### src/rtl/mdu_seq_ctrl.sv
// rtl/mdu_seq_ctrl.sv - sequencing controller for a multi-cycle RV M-extension multiply/divide unit
//
// Purpose:
//   Accepts one MUL/DIV op from dispatch, drives the external datapath through
//   start/step/kill strobes, and presents the finished result's tag to
//   writeback with a valid/ready handshake. Only one op is in flight at a time;
//   a new op may be accepted in the same cycle the previous result retires.
//
// Ports:
//   clk, rst_n            clock, asynchronous active-low reset
//   in_valid/in_ready     dispatch handshake
//   in_funct3, in_word    op descriptor (funct3[2]=1 selects divide/remainder)
//   in_tag                destination ROB tag
//   flush                 kills any op in flight, blocks acceptance
//   dp_divzero            divisor==0 from the datapath, valid in the accept cycle
//   dp_start/step/kill    datapath control strobes
//   out_valid/out_ready   writeback handshake
//   out_tag               ROB tag of the completing op
//   out_funct3, out_word  op descriptor retained for writeback result selection
//   busy                  controller not idle

module mdu_seq_ctrl #(
  parameter int MUL_LAT = 4,
  parameter int DIV_LAT = 64,
  parameter int TAG_W   = 6
) (
  input  logic             clk,
  input  logic             rst_n,
  input  logic             in_valid,
  output logic             in_ready,
  input  logic [2:0]       in_funct3,
  input  logic             in_word,
  input  logic [TAG_W-1:0] in_tag,
  input  logic             flush,
  input  logic             dp_divzero,
  output logic             dp_start,
  output logic             dp_step,
  output logic             dp_kill,
  output logic             out_valid,
  input  logic             out_ready,
  output logic [TAG_W-1:0] out_tag,
  output logic [2:0]       out_funct3,
  output logic             out_word,
  output logic             busy
);

  typedef enum logic [1:0] {
    S_IDLE = 2'd0,
    S_MUL  = 2'd1,
    S_DIV  = 2'd2,
    S_DONE = 2'd3
  } state_t;

  localparam logic [6:0] L_MUL_CNT  = 7'(MUL_LAT);
  localparam logic [6:0] L_DIV_CNT  = 7'(DIV_LAT);
  localparam logic [6:0] L_DIVW_CNT = 7'd32;

  state_t             r_state;
  state_t             w_state_nxt;
  logic [6:0]         r_cnt;
  logic [6:0]         w_cnt_nxt;
  logic [TAG_W-1:0]   r_tag;
  logic [2:0]         r_funct3;
  logic               r_word;
  logic               w_accept;
  logic               w_in_ready;

  // DONE with out_ready frees the slot in the same cycle, so a back-to-back
  // op is accepted without a bubble. Flush always blocks acceptance.
  assign w_in_ready = !flush && ((r_state == S_IDLE) ||
                                 ((r_state == S_DONE) && out_ready));
  assign w_accept   = in_valid && w_in_ready;

  assign in_ready   = w_in_ready;
  assign dp_start   = w_accept;
  assign dp_step    = (r_state == S_MUL) || (r_state == S_DIV);
  assign dp_kill    = flush && (r_state != S_IDLE);
  assign out_valid  = (r_state == S_DONE);
  assign busy       = (r_state != S_IDLE);
  assign out_tag    = r_tag;
  assign out_funct3 = r_funct3;
  assign out_word   = r_word;

  always_ff @(posedge clk or negedge rst_n) begin
    if (!rst_n) begin
      r_state <= S_IDLE;
      r_cnt   <= 7'd0;
    end else begin
      r_state <= w_state_nxt;
      r_cnt   <= w_cnt_nxt;
    end
  end

  always_comb begin
    w_state_nxt = r_state;
    w_cnt_nxt   = r_cnt;
    if (flush) begin
      w_state_nxt = S_IDLE;
      w_cnt_nxt   = 7'd0;
    end else if (w_accept) begin
      if (!in_funct3[2]) begin
        w_state_nxt = S_MUL;
        w_cnt_nxt   = L_MUL_CNT;
      end else if (dp_divzero) begin
        // Datapath produces the architectural div-by-zero result itself.
        w_state_nxt = S_DONE;
        w_cnt_nxt   = 7'd0;
      end else begin
        w_state_nxt = S_DIV;
        w_cnt_nxt   = in_word ? L_DIVW_CNT : L_DIV_CNT;
      end
    end else begin
      case (r_state)
        S_MUL, S_DIV: begin
          // <= 1 rather than == 1 so the counter can never wrap.
          if (r_cnt <= 7'd1) begin
            w_state_nxt = S_DONE;
            w_cnt_nxt   = 7'd0;
          end else begin
            w_cnt_nxt   = r_cnt - 7'd1;
          end
        end
        S_DONE: begin
          if (out_ready) begin
            w_state_nxt = S_IDLE;
          end
        end
        default: begin
          w_state_nxt = r_state;
        end
      endcase
    end
  end

  // Op descriptor is captured only on accept, so a stalled in_valid cannot
  // disturb the result currently waiting in DONE.
  always_ff @(posedge clk or negedge rst_n) begin
    if (!rst_n) begin
      r_tag    <= '0;
      r_funct3 <= 3'd0;
      r_word   <= 1'b0;
    end else if (w_accept) begin
      r_tag    <= in_tag;
      r_funct3 <= in_funct3;
      r_word   <= in_word;
    end
  end

endmodule

### config.mk
export PLATFORM = sky130hd
export DESIGN_NAME = mdu_seq_ctrl
export DESIGN_NICKNAME = d
export VERILOG_FILES = /design/src/rtl/mdu_seq_ctrl.sv
export SDC_FILE = /design/constraint.sdc
export NUM_CORES = 1
export LEC_CHECK = 0
export ABC_AREA = 1
export ABC_CLOCK_PERIOD_IN_PS = 2900
export CORE_MARGIN = 10
export CORE_UTILIZATION = 28
export CTS_CLUSTER_DIAMETER = 120
export DETAILED_ROUTE_END_ITERATION = 12
export PLACE_DENSITY = 0.56
export SLEW_MARGIN = 20
export SYNTH_ARGS = -nofsm -noshare
export SYNTH_HDL_FRONTEND = slang
export SYNTH_SLANG_ARGS = --single-unit
### constraint.sdc
create_clock -name clk -period 2.9 [get_ports clk]
set_clock_uncertainty 0.1 [all_clocks]
set_input_delay 0.58 -clock clk [delete_from_list [all_inputs] [get_ports clk]]
set_output_delay 0.58 -clock clk [all_outputs]
set_load 0.01 [all_outputs]
==> results.cfg, run 1 <==
[logic_synthesis]
netlist-cell-type-count = 25
post_synth.cell_area_avg_sq_um = 7.62
synth.top_cell.area_share_pct = 43.3
synth.net_count = 164
syn-instance-count = 144
netlist_area_sq_um = 1100
yosys_warnings = 0
biggest_area_contributors_in_the_synthesized_netlist = dfrtp_1 43%, nand2_1 19%, ha_1 4.6%
synth_top_area_cell = dfrtp_1
postSynthRegisterBits = 19
seq_area_frac_synth_pct = 43.3

[run_status]
outcome = completed

[critical_path]
path_max_fanout = 4
required_ns = 2.22
crit_path_start_kind = input port
critPathCaptureType = output port
setup_cp_type = input port to output port
timing.critical_path.arrival_ns = 1.96

[layout]
ff_latch_area_sq_um = 475
multiInputGateArea_sq_um = 543
final_cell_mix = 56 x nand2_1, 31 x clkdlybuf4s50_1, 19 x dfrtp_1, 13 x inv_1, 10 x nor2_1
drive_above_1_share_pct = 10.0
nFillCells = 392
area_growth_syn_to_fin_pct = 38.5
commonest_non_fill_non_tap_cell_in_the_layout = nand2_1
diodes = 0
nets = 201
stdcell_area_sq_um = 1520

[power]
share_seq_of_total_power_pct = 28.6
p_sw_share_pct = 42.6
power_leakage_nw = 0.749
comb_power_share_pct = 59.7
internal_power_mw = 0.894
clk_pwr_share_pct = 11.7
p_switching_mw = 0.662
pwr_density_cell_nw_per_um2 = 1020
irDropWorstVdd_v = 0.000322

[route]
drt_iter0_markers = 43
antenna_violating_nets_post_route = 0
totalWireLength_mm = 2.83
detailedRoute.firstPassIterationCount = 4
drt_drc_violations_left = 0
viasPerCell = 4.60
avgRoutedWirePerCell_microns = 12.4
num_vias = 1048

[placed_design]
gp_routability_congestion = 0.791
area_of_placed_instances_sq_um = 1480
place_worst_setup_slack_ns = 0.254
placement.io_buffers = 31
place_hpwl_mm = 2.27

[run]
max_cap_viol_count = 0

[cts]
cts.reportedPaths.clkPinSlew_ns = 0.07
cts_root_buf = clkbuf_8
cts.sinks = 19
clkLatencyLatePin_ns = 0.25
postCtsSetupBuffers = 0
htree_num_levels = 1
cts_hold_buf = 0
cts_resized = 0
max-clock-path-buffers = 2
cts_tree = done
cts_buffer_count = 3

[sta]
unrepaired_setup_endpoints_after_global_routing = false
worst-slew-pin-transition_ns = 0.254
report.final.hold_viol_count = 0
final_critical_path_setup_slack_ns = 0.257
totalNegativeSetupSlack_ns = 0
slew_violations = 0
clock.fmax_mhz = 378
min_period_over_period_pct = 91.1
slew_headroom_pct = 82.9
final_setup_fails = 0
final.min_clock_period_ns = 2.64

[global_route]
via_count_of_the_first_global_routing_pass = 1090
overflow = 0
grt_start_max_net_pins = 20
grt_antenna_before_repair = 0
grt_pass1_wl_mm = 4.80
grt.total_usage_pct = 8.73

[worst_hold_path]
hp-class = register to register

[die]
ioPinCount = 32
design.die.area_sq_um = 6820
placementRows = 22
die_width_microns = 82.6
initial_core_util_pct = 29.5
die_h_microns = 82.6
core_region_area_sq_um = 3720
power groups by stage:
| stage | clock, mW | combinational [mW] | sequential (mW) |
|---|---|---|---|
| 3_5_place_dp | 0 | 0.942 | 0.449 |
| 4_1_cts | 0.190 | 0.946 | 0.447 |
| 6_report | 0.182 | 0.930 | 0.445 |
| 5_1_grt | 0.202 | 1.06 | 0.462 |
| 2_1_floorplan | 0 | 0.554 | 0.470 |
| 3_3_place_gp | 0 | 0.929 | 0.448 |
logic make-up after synthesis:
kind of cell	count (synthesis)	synth area share, %
xor gates and xnor gates	1	0.798
DFF	19	43.3
adders and majority gates	4	4.56
buffers and inverters	19	7.18
and+or+nand+nor	87	35.7
AOI/OAI and AO/OA	14	8.44
flip-flops by register name, summed over array words and instances, names as in the netlist:
register / count
r_state: 2
r_cnt: 7
out_tag: 6
out_funct3: 3
out_word: 1
cell type report:
| cell class | count | share of cell area, % |
|---|---|---|
| inverter | 17 | 4.20 |
| clock buffer | 4 | 2.96 |
| sequential | 19 | 31.3 |
| tap | 48 | 3.95 |
| timing repair buffer | 34 | 21.9 |
| multi-input combinational | 106 | 35.7 |
metal layers:
metal  part of all wire (%)  wire [microns]  track usage (%)  vias to the layer above
met5                      0               0                0                        -
met4                      0               0             2.01                        0
met3                     12             338             4.54                        0
met2                     45            1270             14.0                       30
met1                     43            1220             10.2                      488
li1                       -               -                -                      530
worst max-delay path, stage by stage:
cell             delay (ns)
clkdlybuf4s50_1        0.52
inv_2                  0.15
nand3_4                0.10
inv_2                  0.06
clkdlybuf4s50_1        0.55
cell usage after synthesis, drive strengths merged:
cell type / n
a21oi: 6
buf: 2
dfrtp: 19
ha: 4
inv: 17
nand2: 58
nand3: 11
nand4: 5
nor2: 12
nor3: 1
o21a: 1
o21ai: 4
o22ai: 2
o31ai: 1
xnor2: 1
metrics by stage:
step / utilization [%] / hold WS (ns) / instances / power [mW]
finish: 40.9 / 0.385 / 228 / 1.56
global route: 40.9 / 0.412 / 228 / 1.72
CTS: 40.9 / 0.389 / 228 / 1.58
detailed placement: 39.7 / 0.371 / 224 / 1.39
global placement: 39.7 / 0.362 / 224 / 1.38
floorplan: - / 0.184 / 144 / 1.02
path summary, 6_finish.rpt:
| kind | startpoint | to | slack [ns] | cells after the start |
|---|---|---|---|---|
| setup / recovery | flush | dp_start | 0.26 | 5 |
| hold / removal | out_funct3[0] | out_funct3[0] | 0.38 | 2 |
| setup reg to reg | r_state[0] | r_cnt[6] | 1.24 | 9 |
| hold reg to reg | out_funct3[0] | out_funct3[0] | 0.38 | 2 |
| max in group asynchronous | rst_n | r_state[1] | 1.92 | 2 |
| min in group asynchronous | rst_n | out_tag[4] | 0.56 | 2 |
Power figures use the tool's default switching activity.
==> run 2: changes to the inputs <==
- SKIP_CTS_REPAIR_TIMING: unset -> 1
- SLEW_MARGIN: 20 -> 40
==> results of run 2 <==
Final layout, timing and power as in run 1 (identical DEF).
